$ cat src/rtl/risc_pkg.sv
// ============================================================================
//  Module      : risc_pkg
//  Description : Shared RV32I ALU op encoding, opcodes and issue packet type.
//  Revision    : 1.0  initial release
// ============================================================================
`default_nettype none

package risc_pkg;

    typedef enum logic [3:0] {
        ALU_ADD  = 4'd0,
        ALU_SUB  = 4'd1,
        ALU_SLL  = 4'd2,
        ALU_SLT  = 4'd3,
        ALU_SLTU = 4'd4,
        ALU_XOR  = 4'd5,
        ALU_SRL  = 4'd6,
        ALU_SRA  = 4'd7,
        ALU_OR   = 4'd8,
        ALU_AND  = 4'd9
    } alu_op_t;

    localparam logic [6:0] OPC_OP     = 7'b0110011;
    localparam logic [6:0] OPC_OP_IMM = 7'b0010011;
    localparam logic [6:0] OPC_LUI    = 7'b0110111;
    localparam logic [6:0] OPC_AUIPC  = 7'b0010111;

    localparam logic [6:0] F7_BASE    = 7'b0000000;
    localparam logic [6:0] F7_ALT     = 7'b0100000;

    typedef struct packed {
        logic [31:0] a;
        logic [31:0] b;
        alu_op_t     op;
        logic [4:0]  rd;
        logic        rd_we;
        logic        illegal;
    } issue_pkt_t;

endpackage

`default_nettype wire

$ cat src/rtl/alu_decode.sv
// ============================================================================
//  Module      : alu_decode
//  Description : Combinational RV32I integer-ALU decode into an issue packet.
//  Revision    : 1.0  initial release
// ============================================================================
`default_nettype none

module alu_decode
    import risc_pkg::*;
(
    input  logic [31:0] i_instr,
    input  logic [31:0] i_pc,
    input  logic [31:0] i_rs1_data,
    input  logic [31:0] i_rs2_data,
    output issue_pkt_t  o_pkt
);

    logic [6:0]  w_opcode;
    logic [2:0]  w_funct3;
    logic [6:0]  w_funct7;
    logic [4:0]  w_rd;
    logic [31:0] w_imm_i;
    logic [31:0] w_imm_u;
    logic [31:0] w_shamt;

    logic        w_legal;
    alu_op_t     w_op;
    logic [31:0] w_a;
    logic [31:0] w_b;

    assign w_opcode = i_instr[6:0];
    assign w_rd     = i_instr[11:7];
    assign w_funct3 = i_instr[14:12];
    assign w_funct7 = i_instr[31:25];
    assign w_imm_i  = {{20{i_instr[31]}}, i_instr[31:20]};
    assign w_imm_u  = {i_instr[31:12], 12'h000};
    assign w_shamt  = {27'd0, i_instr[24:20]};

    always_comb begin
        w_legal = 1'b1;
        w_op    = ALU_ADD;
        w_a     = 32'd0;
        w_b     = 32'd0;
        case (w_opcode)
            OPC_OP: begin
                w_a = i_rs1_data;
                w_b = i_rs2_data;
                if (w_funct7 == F7_BASE) begin
                    case (w_funct3)
                        3'b000:  w_op = ALU_ADD;
                        3'b001:  w_op = ALU_SLL;
                        3'b010:  w_op = ALU_SLT;
                        3'b011:  w_op = ALU_SLTU;
                        3'b100:  w_op = ALU_XOR;
                        3'b101:  w_op = ALU_SRL;
                        3'b110:  w_op = ALU_OR;
                        default: w_op = ALU_AND;
                    endcase
                end else if (w_funct7 == F7_ALT && w_funct3 == 3'b000) begin
                    w_op = ALU_SUB;
                end else if (w_funct7 == F7_ALT && w_funct3 == 3'b101) begin
                    w_op = ALU_SRA;
                end else begin
                    w_legal = 1'b0;
                end
            end
            OPC_OP_IMM: begin
                w_a = i_rs1_data;
                w_b = w_imm_i;
                case (w_funct3)
                    3'b000: w_op = ALU_ADD;
                    3'b010: w_op = ALU_SLT;
                    3'b011: w_op = ALU_SLTU;
                    3'b100: w_op = ALU_XOR;
                    3'b110: w_op = ALU_OR;
                    3'b111: w_op = ALU_AND;
                    3'b001: begin
                        w_b     = w_shamt;
                        w_op    = ALU_SLL;
                        w_legal = (w_funct7 == F7_BASE);
                    end
                    default: begin
                        // funct3 101: funct7 picks logical vs arithmetic shift
                        w_b = w_shamt;
                        if (w_funct7 == F7_BASE) begin
                            w_op = ALU_SRL;
                        end else if (w_funct7 == F7_ALT) begin
                            w_op = ALU_SRA;
                        end else begin
                            w_legal = 1'b0;
                        end
                    end
                endcase
            end
            OPC_LUI: begin
                w_b = w_imm_u;
            end
            OPC_AUIPC: begin
                w_a = i_pc;
                w_b = w_imm_u;
            end
            default: begin
                w_legal = 1'b0;
            end
        endcase

        if (!w_legal) begin
            w_op = ALU_ADD;
            w_a  = 32'd0;
            w_b  = 32'd0;
        end
    end

    always_comb begin
        o_pkt         = '0;
        o_pkt.a       = w_a;
        o_pkt.b       = w_b;
        o_pkt.op      = w_op;
        o_pkt.rd      = w_rd;
        o_pkt.rd_we   = w_legal && (w_rd != 5'd0);
        o_pkt.illegal = !w_legal;
    end

endmodule

`default_nettype wire

$ cat src/rtl/alu_issue_stage.sv
// ============================================================================
//  Module      : alu_issue_stage
//  Description : RV32I ALU decode/issue stage with a 2-entry skid pipeline.
//  Revision    : 1.0  initial release
// ============================================================================
`default_nettype none

module alu_issue_stage
    import risc_pkg::*;
(
    input  logic        clk,
    input  logic        rst,
    input  logic        flush,
    input  logic        in_valid,
    output logic        in_ready,
    input  logic [31:0] in_instr,
    input  logic [31:0] in_pc,
    output logic [4:0]  rs1_addr,
    output logic [4:0]  rs2_addr,
    input  logic [31:0] rs1_data,
    input  logic [31:0] rs2_data,
    output logic        out_valid,
    input  logic        out_ready,
    output logic [31:0] out_alu_a,
    output logic [31:0] out_alu_b,
    output alu_op_t     out_alu_op,
    output logic [4:0]  out_rd,
    output logic        out_rd_we,
    output logic        out_illegal
);

    issue_pkt_t w_dec_pkt;
    logic       w_accept;

    logic       r_main_valid_q, w_main_valid_d;
    issue_pkt_t r_main_pkt_q,   w_main_pkt_d;
    logic       r_skid_valid_q, w_skid_valid_d;
    issue_pkt_t r_skid_pkt_q,   w_skid_pkt_d;
    logic       r_in_ready_q,   w_in_ready_d;

    assign rs1_addr = in_instr[19:15];
    assign rs2_addr = in_instr[24:20];

    alu_decode u_decode (
        .i_instr    (in_instr),
        .i_pc       (in_pc),
        .i_rs1_data (rs1_data),
        .i_rs2_data (rs2_data),
        .o_pkt      (w_dec_pkt)
    );

    assign w_accept = in_valid && r_in_ready_q && !flush;

    // A full skid always holds in_ready low, so no accept can coincide with
    // a skid-to-main transfer.
    always_comb begin
        w_main_valid_d = r_main_valid_q;
        w_main_pkt_d   = r_main_pkt_q;
        w_skid_valid_d = r_skid_valid_q;
        w_skid_pkt_d   = r_skid_pkt_q;
        if (flush) begin
            w_main_valid_d = 1'b0;
            w_skid_valid_d = 1'b0;
        end else if (!r_main_valid_q || out_ready) begin
            if (r_skid_valid_q) begin
                w_main_valid_d = 1'b1;
                w_main_pkt_d   = r_skid_pkt_q;
                w_skid_valid_d = 1'b0;
            end else begin
                w_main_valid_d = w_accept;
                if (w_accept) begin
                    w_main_pkt_d = w_dec_pkt;
                end
            end
        end else if (w_accept) begin
            w_skid_valid_d = 1'b1;
            w_skid_pkt_d   = w_dec_pkt;
        end
        w_in_ready_d = !w_skid_valid_d;
    end

    always_ff @(posedge clk) begin
        if (rst) begin
            r_main_valid_q <= 1'b0;
            r_main_pkt_q   <= '0;
            r_skid_valid_q <= 1'b0;
            r_skid_pkt_q   <= '0;
            r_in_ready_q   <= 1'b1;
        end else begin
            r_main_valid_q <= w_main_valid_d;
            r_main_pkt_q   <= w_main_pkt_d;
            r_skid_valid_q <= w_skid_valid_d;
            r_skid_pkt_q   <= w_skid_pkt_d;
            r_in_ready_q   <= w_in_ready_d;
        end
    end

    assign in_ready    = r_in_ready_q;
    assign out_valid   = r_main_valid_q;
    assign out_alu_a   = r_main_pkt_q.a;
    assign out_alu_b   = r_main_pkt_q.b;
    assign out_alu_op  = r_main_pkt_q.op;
    assign out_rd      = r_main_pkt_q.rd;
    assign out_rd_we   = r_main_pkt_q.rd_we;
    assign out_illegal = r_main_pkt_q.illegal;

endmodule

`default_nettype wire

$ cat config.mk
export PLATFORM = sky130hd
export DESIGN_NAME = alu_issue_stage
export DESIGN_NICKNAME = d
export VERILOG_FILES = /design/src/rtl/risc_pkg.sv /design/src/rtl/alu_decode.sv /design/src/rtl/alu_issue_stage.sv
export SDC_FILE = /design/constraint.sdc
export NUM_CORES = 1
export LEC_CHECK = 0
export ABC_AREA = 1
export BUFFER_PORTS_ARGS = -buffer_cell sky130_fd_sc_hd__buf_2
export CORE_ASPECT_RATIO = 1.4
export CORE_MARGIN = 1.5
export CORE_UTILIZATION = 56
export CTS_CLUSTER_DIAMETER = 150
export DETAILED_ROUTE_END_ITERATION = 6
export PLACE_DENSITY = 0.91
export SLEW_MARGIN = 25
export SYNTH_ARGS = -nofsm -noshare
export SYNTH_HDL_FRONTEND = slang
export SYNTH_SLANG_ARGS = --single-unit
$ cat constraint.sdc
create_clock -name clk -period 2.92 [get_ports clk]
set_input_delay 0.438 -clock clk [delete_from_list [all_inputs] [get_ports clk]]
set_output_delay 0.438 -clock clk [all_outputs]
set_load 0.02 [all_outputs]
# Yosys cells after proc, flatten, opt, wreduce, memory -nomap -nowiden
# Cells that the tools add are included.
[totals] wordCells=76 out_inout_bits=87 reg_bits=153 inputBits=133
[classes] n_bitwise=2 n_reduce_logical=20 mux=27 eq_ne=12
[op_table] cell="$mux 75" n=2
[op_table] cell="$mux 32" n=3
[op_table] cell="$pmux 32 s3" n=1
[op_table] cell="$pmux 32 s2" n=1
[op_table] cell="$pmux 4 s7" n=2
[op_table] cell="$eq 7x6->1 const B" n=3
[op_table] cell="$mux 4" n=4
[op_table] cell="$eq 7x5->1 const B" n=2
[op_table] cell="$eq 3x3->1 const B" n=4
[op_table] cell="$mux 1" n=9
[op_table] cell="$pmux 4 s2" n=1
[op_table] cell="$logic_not 7->1" n=1
[op_table] cell="$eq 3x2->1 const B" n=2
[op_table] cell="$mux 3" n=2
[op_table] cell="$reduce_and 3->1" n=2
[op_table] cell="$reduce_or 2->1" n=3
[op_table] cell="$reduce_or 6->1" n=1
[op_table] cell="$logic_and 1x1->1" n=5
[op_table] cell="$reduce_bool 5->1" n=1
[op_table] cell="$logic_not 1->1" n=4
[op_table] cell="$eq 3x1->1 const B" n=1
[op_table] cell="$logic_not 3->1" n=1
[op_table] cell="$pmux 1 s3" n=1
[op_table] cell="$not 1->1" n=2
[op_table] cell="3 further kinds" n=3

# Logic depth before layout (Yosys ltp)
[depth] depth_word=9 depth_mapped=12 mapped_depth_nobuf=10

# Hierarchy
# Synthesis repeated with hierarchy kept, for this count alone.
[unflattened] cells_unflattened=1597 area_unflattened_um2=9130.0
[by_module_without_submodules] module="alu_issue_stage" n_inst=1 seq_area_each_um2=3062.9 cells_per_inst=1161 area_each_um2=7267.0
[by_module_without_submodules] module="alu_decode" n_inst=1 seq_area_each_um2=0.0 cells_per_inst=436 area_each_um2=1863.0

# Least setup slack after synthesis
# No wires, ideal clock.
[synth_timing] kind="input-to-reg" startpoint="input in_instr[1]" endpoint="register r_main_pkt_q, in the netlist out_alu_a[21]" stages=12 arrival_time_ns=1.598 path_buffers=2 required_ns=2.854 setup_time_ns=0.066 setup_slack_ns=1.256 cell_sequence="nand2_1 inv_2 nand2_1 inv_2 nand3_4 nor2_1 nand2_1 nand3_2 buf_6 buf_8 nand3_2 a21oi_2"
[synth_between] elab_chain_len=6 elab_cells_between_ends=11 cone_classes="eq/ne: 4; mux: 5; reduce/logical: 2"
[synth_lines] element="from (decl)" line_no="alu_issue_stage.sv:16" rtl="input logic [31:0] in_instr,"
[synth_lines] element="$eq 7x6->1 / $eq 7x5->1 (equally long branches)" line_no="alu_decode.sv:44" rtl="case (w_opcode)"
[synth_lines] element="$reduce_or 2->1 (no source line)"
[synth_lines] element="$pmux 1 s3 / $pmux 32 s2 (equally long branches)" line_no="alu_decode.sv:44"
[synth_lines] element="$mux 32 (*)" line_no="alu_decode.sv:107" rtl="if (!w_legal) begin"
[synth_lines] element="$mux 75 (*)" line_no="alu_issue_stage.sv:71" rtl="if (w_accept) begin"
[synth_lines] element="$mux 75 (*)" line_no="alu_issue_stage.sv:65" rtl="if (r_skid_valid_q) begin"
[synth_lines] element="to (signal assigned)" line_no="alu_issue_stage.sv:91" rtl="r_main_pkt_q <= w_main_pkt_d;"
[synth_lines] element="to (decl)" line_no="alu_issue_stage.sv:36" rtl="issue_pkt_t r_main_pkt_q, w_main_pkt_d;"
# Every way passes the cells marked *; elsewhere a longest branch is shown, timed or not. The select of a mux whose other input is x is not followed.
# A chain may end at the register's enable or synchronous reset.

# Final worst setup path
[layout_timing] startpoint="input in_instr[3]" endpoint="register r_main_pkt_q, in the netlist out_alu_b[12]"
[layout_between] elab_chain_len=6 elab_cells_between_ends=10 cone_classes="eq/ne: 4; mux: 5; reduce/logical: 1"
[layout_lines] element="$eq 7x6->1 / $eq 7x5->1 (equally long branches)" line_no="alu_decode.sv:44"
[layout_lines] element="$reduce_or 2->1 (no source line)"
[layout_lines] element="$pmux 32 s3 / $pmux 1 s3 (equally long branches)" line_no="alu_decode.sv:44"
[layout_lines] element="$mux 32 (*)" line_no="alu_decode.sv:107"
[layout_lines] element="$mux 75 (*)" line_no="alu_issue_stage.sv:71"
[layout_lines] element="$mux 75 (*)" line_no="alu_issue_stage.sv:65"
# Marks and branches as above.

==> run_summary.xml <==
<?xml version="1.0" encoding="UTF-8"?>
<metrics>
  <group name="global_routing">
    <metric name="antenna_found_initial" unit="">0</metric>
    <metric name="grt_pass1_vias" unit="">7417</metric>
    <metric name="grt_max_degree" unit="">81</metric>
    <metric name="gr_overflow_total" unit="">0</metric>
    <metric name="gr-usage-all-layers" unit="">0.3158</metric>
    <metric name="grt_pass1_wl" unit="mm">35.83</metric>
  </group>
  <group name="cells_and_area">
    <metric name="syn2layout_area_growth" unit="%">21.47</metric>
    <metric name="post_route_cell_area" unit="um^2">8991</metric>
    <metric name="drive_gt1_frac" unit="">0.2490</metric>
    <metric name="num_antenna_cells" unit="">0</metric>
    <metric name="layout.nets" unit="">1341</metric>
    <metric name="layout.filler_cells" unit="">1078</metric>
    <metric name="most_used_cells_in_the_layout_excluding_fill_and_tap_cells" unit="">219 x buf_2, 207 x a21oi_1, 186 x o21ai_0</metric>
    <metric name="ff_latch_area" unit="um^2">3064</metric>
    <metric name="finalNonFillerCells" unit="">1374</metric>
    <metric name="area_of_combinational_cells_with_multiple_inputs" unit="um^2">3613</metric>
    <metric name="final_common_cell" unit="">buf_2</metric>
  </group>
  <group name="clock_tree">
    <metric name="tritoncts_clock_tree" unit="">built</metric>
    <metric name="clock_sinks" unit="">153</metric>
    <metric name="clock_tree.root_cell" unit="">clkbuf_16</metric>
    <metric name="cts.reportedPaths.clkPinSlew" unit="ns">0.06</metric>
    <metric name="holdBufCountCts" unit="">0</metric>
    <metric name="ctsResizeCount" unit="">0</metric>
    <metric name="cts.path.max_buffers" unit="">2</metric>
    <metric name="worstSkewPairLatency" unit="ns">0.42</metric>
    <metric name="cts_inserted_buffers" unit="">17</metric>
    <metric name="htree_num_levels" unit="">4</metric>
    <metric name="post-cts-setup-buffers" unit="">0</metric>
  </group>
  <group name="sta">
    <metric name="timing.final.crit_period" unit="ns">2.135</metric>
    <metric name="clock.fmax" unit="MHz">468.4</metric>
    <metric name="clock_skew" unit="ns">0.005979</metric>
    <metric name="grt_setup_unrepaired" unit="">no</metric>
    <metric name="setup_viol_count_final" unit="">0</metric>
    <metric name="slew_headroom" unit="">0.4093</metric>
    <metric name="setup-tns-final" unit="ns">0</metric>
    <metric name="finalHoldViolations" unit="">0</metric>
    <metric name="min_period_over_period" unit="">0.7311</metric>
    <metric name="worstMarginPinSlew" unit="ns">0.8836</metric>
    <metric name="timing.final.max_slew_violations" unit="">0</metric>
  </group>
  <group name="logic_synthesis">
    <metric name="ys_seq_elements" unit="">153</metric>
    <metric name="syn-cell-area" unit="um^2">7402</metric>
    <metric name="synthesis.instances" unit="">1050</metric>
    <metric name="syn-num-nets" unit="">1183</metric>
    <metric name="yosysWarnings" unit="">0</metric>
    <metric name="yosysUniqueCellTypes" unit="">30</metric>
    <metric name="mean_cell_area_of_the_mapped_netlist" unit="um^2">7.050</metric>
    <metric name="synth_sequential_area_ratio" unit="">0.4138</metric>
  </group>
  <group name="status">
    <metric name="outcome" unit="">finished, final reports clean</metric>
  </group>
  <group name="floorplan">
    <metric name="placement_rows" unit="">49</metric>
    <metric name="io_pins" unit="">220</metric>
    <metric name="coreArea" unit="um^2">12870</metric>
    <metric name="chipHeight" unit="um">139.0</metric>
    <metric name="die_area" unit="um^2">13930</metric>
    <metric name="start_util" unit="">0.5749</metric>
    <metric name="die_width" unit="um">100.2</metric>
  </group>
  <group name="route">
    <metric name="detail-route-antenna-nets" unit="">0</metric>
    <metric name="remaining_drc_errors" unit="">0</metric>
    <metric name="detailed_route_wl" unit="mm">22.12</metric>
    <metric name="drt_pass1_iterations" unit="">6</metric>
    <metric name="vias_per_cell" unit="">5.921</metric>
    <metric name="drt-initial-drc-count" unit="">632</metric>
    <metric name="detailroute.via_count" unit="">8136</metric>
    <metric name="wl_per_cell" unit="um">16.10</metric>
  </group>
  <group name="power">
    <metric name="vdd_drop_max" unit="V">0.0003188</metric>
    <metric name="p_leak" unit="nW">3.966</metric>
    <metric name="pwr_density_cell" unit="nW/um^2">518.0</metric>
    <metric name="report.power.total" unit="mW">4.657</metric>
  </group>
  <group name="critical_path">
    <metric name="worst_setup_path_end_kind" unit="">flop</metric>
    <metric name="cp_data_required_time" unit="ns">3.27</metric>
    <metric name="critical_path_class" unit="">in -&gt; reg</metric>
    <metric name="critPathMaxFanout" unit="">21</metric>
    <metric name="worst_setup_path_start_kind" unit="">input port</metric>
    <metric name="crit_arrival" unit="ns">2.49</metric>
  </group>
  <group name="worst_hold_path">
    <metric name="worstHoldPathType" unit="">in -&gt; reg</metric>
  </group>
  <group name="run">
    <metric name="cap_viol_max_count" unit="">0</metric>
  </group>
  <group name="place">
    <metric name="port_buffers" unit="">219</metric>
    <metric name="post-place-cells" unit="">1342</metric>
    <metric name="placedInstanceArea" unit="um^2">8454</metric>
    <metric name="post-dp-hpwl" unit="mm">14.65</metric>
    <metric name="finalWeightedCongestion" unit="">0.9455</metric>
  </group>
</metrics>
report_power, final:
| group | total (mW) | internal, mW | switching [mW] |
|---|---|---|---|
| Clock | 2.01 | 1.13 | 0.877 |
| Combinational | 0.472 | 0.171 | 0.301 |
| Sequential | 2.18 | 2.15 | 0.0302 |
final timing paths:
check                           cells past startpoint           from                to  slack [ns]
worst min register to register                      2  out_alu_op[3]     out_alu_op[3]        0.47
worst max-delay path                               10    in_instr[3]     out_alu_b[12]        0.79
worst max register to register                      7      out_valid  r_skid_pkt_q[37]        1.03
worst min-delay path                                2            rst     out_alu_op[3]        0.25
logic make-up after synthesis:
logic type	count (synthesis)	share of synthesized area
buffers and inverters	168	0.1009
flip-flops	153	0.4138
AND/OR/NAND/NOR	310	0.1927
AO/OA/AOI/OAI	419	0.2926
state kept, by name, indices dropped and copies added (netlist names):
register,flops
out_alu_b,32
out_alu_op,4
out_valid,1
in_ready,1
out_illegal,1
out_alu_a,32
out_rd,5
r_skid_pkt_q,75
out_rd_we,1
r_skid_valid_q,1
stage by stage:
step                      utilization  setup slack [ns]  hold slack, ns
after CTS                      0.6983            0.8694          0.2411
after global routing           0.6983            0.6496          0.2699
after global placement         0.6567            0.5087          0.4529
after floorplan                     -             1.256          0.4384
final                          0.6983            0.7852          0.2530
after detailed placement       0.6567            0.4499          0.4575
synthesized netlist by cell type:
cell / count / area, um^2
nand3_2: 11 / 110.1
and3_1: 1 / 6.260
clkinv_1: 1 / 3.750
a22o_1: 5 / 43.79
nand4_1: 5 / 31.28
inv_2: 8 / 30.03
dfxtp_1: 153 / 3063
buf_1: 4 / 15.01
clkbuf_1: 68 / 255.2
buf_2: 12 / 60.06
o211ai_1: 7 / 52.55
a21oi_2: 4 / 35.03
nand3_4: 1 / 17.52
buf_6: 7 / 78.83
nand2_4: 1 / 11.26
or2_2: 1 / 6.260
nand2_1: 152 / 570.6
nor2_4: 1 / 11.26
nand3_1: 105 / 525.5
a21oi_1: 207 / 1036
nor3_1: 4 / 20.02
o31ai_1: 4 / 30.03
buf_8: 1 / 15.01
nor3_2: 1 / 10.01
nor2_1: 25 / 93.84
a31oi_1: 6 / 37.54
buf_4: 10 / 75.07
inv_1: 57 / 214.0
nor2_2: 2 / 12.51
o21ai_0: 186 / 930.9
worst max-delay path, cell delays in order:
cell,delay (ns)
buf_2,0.11
nor2_1,0.10
nand2_1,0.09
inv_2,0.08
nand3_4,0.14
inv_2,0.16
nand3_1,0.65
o211ai_1,0.43
nand3_1,0.12
a21oi_1,0.16
cell type report:
class	instances	share of cell area
clock buffers	22	0.05163
clock inverters	10	0.008071
inverters	66	0.02769
multi-input cells	729	0.4019
flip-flops and latches	153	0.3408
well taps	153	0.02129
repair buffers	241	0.1486
layer usage:
layer / global-route usage / vias up / share of wire
li1: - / 3911 / -
met2: 0.5177 / 438 / 0.48
met1: 0.3933 / 3715 / 0.39
met5: 0 / - / 0
met4: 0.1653 / 0 / 0.047
met3: 0.05494 / 72 / 0.082
Note: power is estimated with default switching activity, not from simulation.
